`src/rtl/inst_mem_pkg.sv`:
```
`default_nettype none
// ============================================================================
// Module   : inst_mem_pkg
// Brief    : Shared state encoding and fill word for the loadable inst memory.
// Revision : 1.0
// ============================================================================
package inst_mem_pkg;

  typedef enum logic [1:0] {
    ST_CLEAR = 2'd0,
    ST_IDLE  = 2'd1,
    ST_LOAD  = 2'd2
  } state_t;

  // Also consumed by assembler-side benches as the "empty" instruction.
  localparam logic [8:0] DEFAULT_WORD = 9'b100000000;

endpackage
`default_nettype wire

```
`src/rtl/inst_mem_array.sv`:
```
`default_nettype none
// ============================================================================
// Module   : inst_mem_array
// Brief    : DEPTH x DW storage, one synchronous write port, one registered read.
// Revision : 1.0
// ============================================================================
module inst_mem_array #(
  parameter int AW    = 7,
  parameter int DW    = 9,
  parameter int DEPTH = 128
) (
  input  logic          Clk,
  input  logic          we,
  input  logic [AW-1:0] waddr,
  input  logic [DW-1:0] wdata,
  input  logic          re,
  input  logic [AW-1:0] raddr,
  output logic [DW-1:0] rdata
);
  import inst_mem_pkg::*;

  logic [DW-1:0] mem_q [DEPTH];
  logic [DW-1:0] rdata_q;

  // Read and write never coincide: writes happen only outside IDLE.
  always_ff @(posedge Clk) begin
    if (we) begin
      mem_q[waddr] <= wdata;
    end
    if (re) begin
      rdata_q <= mem_q[raddr];
    end
  end

  assign rdata = rdata_q;

endmodule
`default_nettype wire

```
`src/rtl/inst_mem.sv`:
```
`default_nettype none
// ============================================================================
// Module   : inst_mem
// Brief    : Loadable instruction memory with clear sweep and range checking.
// Revision : 1.0
// ============================================================================
module inst_mem #(
  parameter int            AW           = 7,
  parameter int            DW           = 9,
  parameter int            DEPTH        = 128,
  parameter logic [DW-1:0] DEFAULT_WORD = DW'(inst_mem_pkg::DEFAULT_WORD)
) (
  input  logic          Clk,
  input  logic          Reset,
  input  logic          LoadStart,
  input  logic          LoadValid,
  input  logic [DW-1:0] LoadData,
  input  logic          LoadLast,
  output logic          LoadReady,
  output logic          LoadDone,
  output logic [AW:0]   LoadCount,
  output logic          Ready,
  input  logic          FetchReq,
  input  logic [AW-1:0] InstAddress,
  output logic [DW-1:0] InstOut,
  output logic          InstValid,
  output logic          AddrErr
);
  import inst_mem_pkg::*;

  localparam logic [AW-1:0] LAST_PTR = AW'(DEPTH - 1);
  localparam logic [AW:0]   DEPTH_W  = (AW + 1)'(DEPTH);

  state_t        state_q, state_d;
  logic [AW-1:0] ptr_q, ptr_d;
  logic [AW:0]   load_count_q, load_count_d;
  logic          ready_q, ready_d;
  logic          load_ready_q, load_ready_d;
  logic          load_done_q, load_done_d;
  logic          inst_valid_q, inst_valid_d;
  logic          addr_err_q, addr_err_d;
  logic          use_default_q, use_default_d;

  logic          addr_in_range;
  logic          mem_we;
  logic [DW-1:0] mem_wdata;
  logic          rd_en;
  logic [DW-1:0] rd_data;

  assign addr_in_range = ({1'b0, InstAddress} < DEPTH_W);

  always_comb begin
    state_d       = state_q;
    ptr_d         = ptr_q;
    load_count_d  = load_count_q;
    load_done_d   = 1'b0;
    inst_valid_d  = 1'b0;
    addr_err_d    = 1'b0;
    use_default_d = use_default_q;
    mem_we        = 1'b0;
    mem_wdata     = LoadData;
    rd_en         = 1'b0;
    case (state_q)
      ST_CLEAR: begin
        mem_we    = 1'b1;
        mem_wdata = DEFAULT_WORD;
        ptr_d     = ptr_q + 1'b1;
        if (ptr_q == LAST_PTR) begin
          state_d = ST_IDLE;
          ptr_d   = '0;
        end
      end
      ST_IDLE: begin
        // Out-of-range fetches skip the array and return the fill word instead.
        if (FetchReq) begin
          inst_valid_d  = 1'b1;
          addr_err_d    = ~addr_in_range;
          use_default_d = ~addr_in_range;
          rd_en         = addr_in_range;
        end
        if (LoadStart) begin
          state_d      = ST_LOAD;
          ptr_d        = '0;
          load_count_d = '0;
        end
      end
      ST_LOAD: begin
        if (LoadValid) begin
          mem_we       = 1'b1;
          ptr_d        = ptr_q + 1'b1;
          load_count_d = load_count_q + 1'b1;
          if (LoadLast || (ptr_q == LAST_PTR)) begin
            state_d     = ST_IDLE;
            ptr_d       = '0;
            load_done_d = 1'b1;
          end
        end
      end
      default: begin
        state_d = ST_CLEAR;
        ptr_d   = '0;
      end
    endcase
    ready_d      = (state_d == ST_IDLE);
    load_ready_d = (state_d == ST_LOAD);
  end

  always_ff @(posedge Clk) begin
    if (!Reset) begin
      state_q       <= ST_CLEAR;
      ptr_q         <= '0;
      load_count_q  <= '0;
      ready_q       <= 1'b0;
      load_ready_q  <= 1'b0;
      load_done_q   <= 1'b0;
      inst_valid_q  <= 1'b0;
      addr_err_q    <= 1'b0;
      use_default_q <= 1'b1;
    end else begin
      state_q       <= state_d;
      ptr_q         <= ptr_d;
      load_count_q  <= load_count_d;
      ready_q       <= ready_d;
      load_ready_q  <= load_ready_d;
      load_done_q   <= load_done_d;
      inst_valid_q  <= inst_valid_d;
      addr_err_q    <= addr_err_d;
      use_default_q <= use_default_d;
    end
  end

  inst_mem_array #(
    .AW    (AW),
    .DW    (DW),
    .DEPTH (DEPTH)
  ) u_array (
    .Clk   (Clk),
    .we    (mem_we & Reset),
    .waddr (ptr_q),
    .wdata (mem_wdata),
    .re    (rd_en & Reset),
    .raddr (InstAddress),
    .rdata (rd_data)
  );

  assign InstOut   = use_default_q ? DEFAULT_WORD : rd_data;
  assign InstValid = inst_valid_q;
  assign AddrErr   = addr_err_q;
  assign Ready     = ready_q;
  assign LoadReady = load_ready_q;
  assign LoadDone  = load_done_q;
  assign LoadCount = load_count_q;

endmodule
`default_nettype wire

```
`config.mk`:
```
export PLATFORM = sky130hd
export DESIGN_NAME = inst_mem
export DESIGN_NICKNAME = d
export VERILOG_FILES = /design/src/rtl/inst_mem_pkg.sv /design/src/rtl/inst_mem_array.sv /design/src/rtl/inst_mem.sv
export SDC_FILE = /design/constraint.sdc
export NUM_CORES = 1
export LEC_CHECK = 0
export CAP_MARGIN = 25
export CORE_MARGIN = 8
export CORE_UTILIZATION = 62
export CTS_CLUSTER_SIZE = 25
export DETAILED_ROUTE_END_ITERATION = 7
export GPL_ROUTABILITY_DRIVEN = 0
export PLACE_DENSITY_LB_ADDON = 0.08
export SYNTH_ARGS = -nofsm -noshare
export SYNTH_HDL_FRONTEND = slang
export SYNTH_SLANG_ARGS = --single-unit
```
`constraint.sdc`:
```
create_clock -name Clk -period 5.4 [get_ports Clk]
set_input_delay 0.81 -clock Clk [delete_from_list [all_inputs] [get_ports Clk]]
set_output_delay 0.81 -clock Clk [all_outputs]
set_load 0.01 [all_outputs]
```
---- After elaboration in Yosys (flattened, before gate mapping) ----
Memory sizes are Yosys's and may differ from the RTL's. A register that Yosys moved wholly into a read port is not among the register bits.
Index checks and enable logic that the tools add are counted.
operators by class
  bitwise operators ....................... 2
  add/sub/neg operators ................... 2
  muxes and demuxes ....................... 22
  equality and inequality tests ........... 7
  reduce and logical (&&, ||, !) cells .... 7
operator list
  cell                                                  count
  two-way mux 7 bit                                     4
  one-hot mux 7 bit (3 select lines)                    1
  two-way mux 9 bit                                     2
  two-way mux 8 bit                                     2
  one-hot mux 8 bit (2 select lines)                    1
  adder 8 x 1 -> 8 bit (second input constant)          1
  two-way mux 2 bit                                     4
  adder 7 x 1 -> 7 bit (second input constant)          1
  equality test 7 bit (second input constant)           1
  two-way mux 1 bit                                     6
  one-hot mux 2 bit (3 select lines)                    1
  AND reduction 3 bit                                   2
  equality test 2 x 1 -> 1 bit (second input constant)  2
  equality test 2 bit (second input constant)           2
  != test 2 bit (second input constant)                 2
  AND reduction 2 bit                                   2
  bitwise AND 1 bit                                     2
  logical NOT 2 bit                                     1
  one-hot mux 1 bit (2 select lines)                    1
  nonzero test 2 bit                                    1
  logical OR 1 bit                                      1
word-level totals
  memories ................................ 1
  bits of input ports ..................... 22
  output and inout bits ................... 22
  flip-flop bits (word level) ............. 22
  word-level logic and storage cells ...... 49
  memory bits (writable) .................. 1152
memories
  name           words  width  rd ports  clocked after memory_dff  write ports  line                  RTL
  u_array.mem_q  128    9      1         1                         1            inst_mem_array.sv:22  logic [DW-1:0] mem_q [DEPTH];

---- Longest topological paths before layout ----
  depth after elaboration ................. 6
  gate-level depth with buffers ........... 7
  gate-level depth less buffers ........... 5

---- By module ----
Synthesis repeated with hierarchy kept, for this count alone.
unflattened totals
  cell total of the unflattened synthesis .. 1952
  area, all modules ....................... 45772.6 um2
by module, submodules not included
  module          instances  cells each  area each (um2)  sequential area each (um2)
  inst_mem_array  1          1816        44619.0          34863.4
  inst_mem        1          136         1153.6           440.4

---- Worst setup path before layout ----
No wires, ideal clock.
  kind .................................... register to register
  start point ............................. register state_q[0]
  end point ............................... memory u_array.mem_q[0][0] (data pin)
  setup time .............................. 0.825 ns
  required time ........................... 4.575 ns
  arrival time ............................ 3.938 ns
  slack ................................... 0.637 ns
  clock period less this slack ............ 4.763 ns
  stages on the path, launching flop included .. 4
  buffers on the path ..................... 1
  cells stage by stage .................... dfxtp_1 clkbuf_1 nor2_1 nor2b_1
on the way
  cells in the longest elaborated chain, start to end .. 2
ends and longest elaborated chain
  what                      line                  RTL
  start: declaration        inst_mem.sv:34        state_t state_q, state_d;
  start signal: assignment  inst_mem.sv:120       state_q <= state_d;
  logical NOT 2 bit         inst_mem.sv:63        case (state_q)
  two-way mux 9 bit         inst_mem.sv:63
  via mem_wdata[0]          inst_mem.sv:46        logic [DW-1:0] mem_wdata;
  end: declaration          inst_mem_array.sv:22
The timed path passes the listed nets, and every way through them passes these cells.

==> run_summary.xml <==
<?xml version="1.0" encoding="UTF-8"?>
<metrics>
  <group name="run_status">
    <metric name="status" unit="">completed</metric>
  </group>
  <group name="grt">
    <metric name="grt_busiest_layer" unit="">met2</metric>
    <metric name="globalRoute.totalOverflow" unit="">0</metric>
    <metric name="grt.met3_usage" unit="">0.03801</metric>
    <metric name="grt_start_max_net_pins" unit="">97</metric>
    <metric name="first_global_vias" unit="">21460</metric>
    <metric name="use_met1" unit="">0.3735</metric>
    <metric name="grt_pass1_wl" unit="mm">150.3</metric>
    <metric name="antenna_found_initial" unit="">5</metric>
    <metric name="use_met2" unit="">0.4015</metric>
    <metric name="grt_use_total" unit="">0.2523</metric>
  </group>
  <group name="sta">
    <metric name="finalWorstPathRequiredPeriod" unit="ns">3.417</metric>
    <metric name="drv_slew" unit="">0</metric>
    <metric name="grt_setup_unrepaired" unit="">false</metric>
    <metric name="setup_viol" unit="">0</metric>
    <metric name="worst_pin_slew" unit="ns">1.064</metric>
    <metric name="tns" unit="ns">0</metric>
    <metric name="timing.fmax" unit="MHz">292.7</metric>
    <metric name="report.final.hold_viol_count" unit="">0</metric>
    <metric name="timing.final.crit_share" unit="">0.6327</metric>
    <metric name="relSlewSlack" unit="">0.2880</metric>
    <metric name="finClkSkew" unit="ns">0.01977</metric>
  </group>
  <group name="setup_path">
    <metric name="worstPathMaxFanout" unit="">51</metric>
    <metric name="worstPathRequired" unit="ns">5.82</metric>
    <metric name="timing_worst_setup_path_type" unit="">primary input to flip-flop</metric>
    <metric name="rrSetupSlack" unit="ns">2.27</metric>
    <metric name="start_kind" unit="">primary input</metric>
    <metric name="critPathArrivalTime" unit="ns">3.83</metric>
    <metric name="crit_path_end_kind" unit="">flip-flop</metric>
  </group>
  <group name="routing">
    <metric name="postRouteWirelength" unit="mm">102.7</metric>
    <metric name="routed-via-count" unit="">21380</metric>
    <metric name="drt-pass1-iter-count" unit="">7</metric>
    <metric name="iteration_0_drc_markers" unit="">2406</metric>
    <metric name="wl_per_cell" unit="um">32.48</metric>
    <metric name="route.detailed.drc" unit="">0</metric>
    <metric name="viasPerCell" unit="">6.761</metric>
    <metric name="antenna_violating_nets_post_route" unit="">0</metric>
  </group>
  <group name="synthesis">
    <metric name="synth_seq_cells" unit="">1183</metric>
    <metric name="post_synthesis_async_set_or_reset_flop_share" unit="">0</metric>
    <metric name="synth_ff_type" unit="">edfxtp_1</metric>
    <metric name="synth_edf_count" unit="">1161</metric>
    <metric name="share_of_the_yosys_chip_area_belonging_to_registers" unit="">0.7730</metric>
    <metric name="synthesis.area" unit="um2">45670</metric>
    <metric name="syn_area_cell" unit="um2">23.54</metric>
    <metric name="synth_unique_cells" unit="">45</metric>
    <metric name="ys_warn_count" unit="">0</metric>
    <metric name="synth_nets" unit="">1964</metric>
    <metric name="synthesis.instances" unit="">1940</metric>
  </group>
  <group name="die">
    <metric name="die_area" unit="um2">82600</metric>
    <metric name="die_h" unit="um">287.4</metric>
    <metric name="num_rows" unit="">99</metric>
    <metric name="core_box_area" unit="um2">72960</metric>
    <metric name="die_width" unit="um">287.4</metric>
    <metric name="top_level_ports" unit="">44</metric>
    <metric name="initial_utilization" unit="">0.6260</metric>
  </group>
  <group name="finish">
    <metric name="share_of_final_layout_standard_cells_stronger_than_drive_strength_1" unit="">0.3076</metric>
    <metric name="total_area_of_multi_input_combinational_cells" unit="um2">9980</metric>
    <metric name="area_delta_synth_final" unit="%">13.02</metric>
    <metric name="layout_commonest_cell" unit="">edfxtp_1</metric>
    <metric name="finalNetCount" unit="">2131</metric>
    <metric name="fin_util" unit="">0.7074</metric>
    <metric name="final_area" unit="um2">51610</metric>
    <metric name="layout.filler_cells" unit="">4211</metric>
    <metric name="regArea" unit="um2">35300</metric>
    <metric name="antennaDiodeCount" unit="">0</metric>
    <metric name="layout_common_cells" unit="">edfxtp_1, mux4_2, nor2_1</metric>
  </group>
  <group name="power">
    <metric name="vdd_ir_drop_max" unit="V">0.0002906</metric>
    <metric name="p_per_area" unit="nW/um2">355.2</metric>
    <metric name="p_sw_frac" unit="">0.1987</metric>
    <metric name="cell_internal_pwr" unit="uW">14690</metric>
    <metric name="combPwrFrac" unit="">0.039</metric>
    <metric name="p_leak" unit="uW">0.01625</metric>
    <metric name="power.share.clock" unit="">0.418</metric>
    <metric name="post-layout-total-power" unit="uW">18330</metric>
    <metric name="netSwitchingPower" unit="uW">3643</metric>
    <metric name="power_frac_seq" unit="">0.543</metric>
  </group>
  <group name="hold_path">
    <metric name="min_path_type" unit="">flip-flop to flip-flop</metric>
  </group>
  <group name="placed_design">
    <metric name="place_area" unit="um2">47860</metric>
    <metric name="dp_hpwl" unit="mm">62.53</metric>
    <metric name="port_buffers" unit="">42</metric>
  </group>
  <group name="job">
    <metric name="maxCapViolations" unit="">0</metric>
  </group>
  <group name="clocking">
    <metric name="postCtsSetupBuffers" unit="">0</metric>
    <metric name="cts_num_sinks" unit="">1183</metric>
    <metric name="clk_transition_reported_paths" unit="ns">0.07</metric>
    <metric name="cts-buffers-inserted" unit="">114</metric>
    <metric name="cts_tree" unit="">done</metric>
    <metric name="cts-resized-gates" unit="">0</metric>
    <metric name="cts_max_level" unit="">3</metric>
    <metric name="ctsLongestPathBuffers" unit="">3</metric>
    <metric name="cts.hold.buffers_added" unit="">0</metric>
    <metric name="insertion_delay" unit="ns">0.66</metric>
    <metric name="clock-root-buffer" unit="">clkbuf_16</metric>
  </group>
</metrics>
[registers in the layout, summed over array words and instances, names as in the netlist]
name and cells:
u_array.rdata 9, LoadCount 8, Ready 1, InstValid 1, u_array.mem_q 1152, use_default_q 1, ptr_q 7, state_q 2
LoadDone 1, LoadReady 1
[final cells by class]
type                            count  area share
Sequential cell                  1183      0.6840
Multi-Input combinational cell    654      0.1934
Clock buffer                      146     0.05961
Tap cell                          959     0.02325
Inverter                            2   0.0001455
Clock inverter                     67     0.01021
Timing Repair Buffer              152     0.02943
[metrics by stage]
stage | worst slack, ns | hold WS (ns) | std cells
6_report | 1.983 | 0.5378 | 3163
4_1_cts | 1.961 | 0.5306 | 3150
2_1_floorplan | 0.6371 | 0.5160 | 1940
3_3_place_gp | 1.266 | 0.5119 | 2911
3_5_place_dp | 1.268 | 0.5155 | 2937
5_1_grt | 1.818 | 0.5650 | 3163
[worst max-delay path, cell delays in order]
cell and delay (ns):
buf_8 0.50, buf_4 0.47, mux4_2 0.62, mux4_2 0.50, mux4_2 0.55, mux2_2 0.29
[synth_stat cells (4+ instances only)]
| cell | instances | area share |
|---|---|---|
| a21oi_1 | 7 | 0.00077 |
| buf_1 | 17 | 0.0014 |
| buf_2 | 22 | 0.0024 |
| clkbuf_1 | 56 | 0.0046 |
| dfxtp_1 | 22 | 0.0096 |
| edfxtp_1 | 1161 | 0.76 |
| mux2_2 | 9 | 0.0022 |
| mux4_2 | 378 | 0.19 |
| nand2_1 | 20 | 0.0016 |
| nand3_1 | 14 | 0.0015 |
| nor2_1 | 146 | 0.012 |
| nor2b_1 | 24 | 0.0033 |
| nor3_1 | 4 | 0.00044 |
| xnor2_1 | 8 | 0.0015 |
[final timing paths]
kind / start / depth (start not counted) / endpoint
max: InstAddress[0] / 6 / u_array.rdata[0]$_DFFE_PP_
min: LoadCount[1]$_SDFFE_PN0P_ / 2 / LoadCount[1]$_SDFFE_PN0P_
max reg2reg: state_q[1]$_SDFF_PN0_ / 5 / u_array.mem_q[22][8]$_DFFE_PP_
min reg2reg: LoadCount[1]$_SDFFE_PN0P_ / 2 / LoadCount[1]$_SDFFE_PN0P_
[per-layer routing]
metal,up-vias,part of all wire
li1,8601,-
met1,11620,0.40
met2,1045,0.50
met3,120,0.080
met4,0,0.021
met5,-,0
[cell families (layout without fill, tap and decap cells)]
| group | after synthesis | count (layout) | share of synthesized area |
|---|---|---|---|
| buffers and inverters | 103 | 367 | 0.009808 |
| muxes | 387 | 387 | 0.1886 |
| xor gates and xnor gates | 11 | 11 | 0.002110 |
| DFF | 1183 | 1183 | 0.7730 |
| adders and majority gates | 2 | 2 | 0.0005479 |
| and+or+nand+nor | 231 | 231 | 0.02266 |
| AOI/OAI and AO/OA | 22 | 22 | 0.003123 |
| other | 1 | 1 | 0.00008211 |
[power by group through the flow]
stage	Clock, uW	Combinational [uW]	Sequential, uW
3_5_place_dp	0	724	10100
4_1_cts	7740	728	9950
6_report	7660	717	9950
3_3_place_gp	0	717	10100
5_1_grt	8090	751	9950
2_1_floorplan	0	487	10100
(Power assumes the default switching activity.)
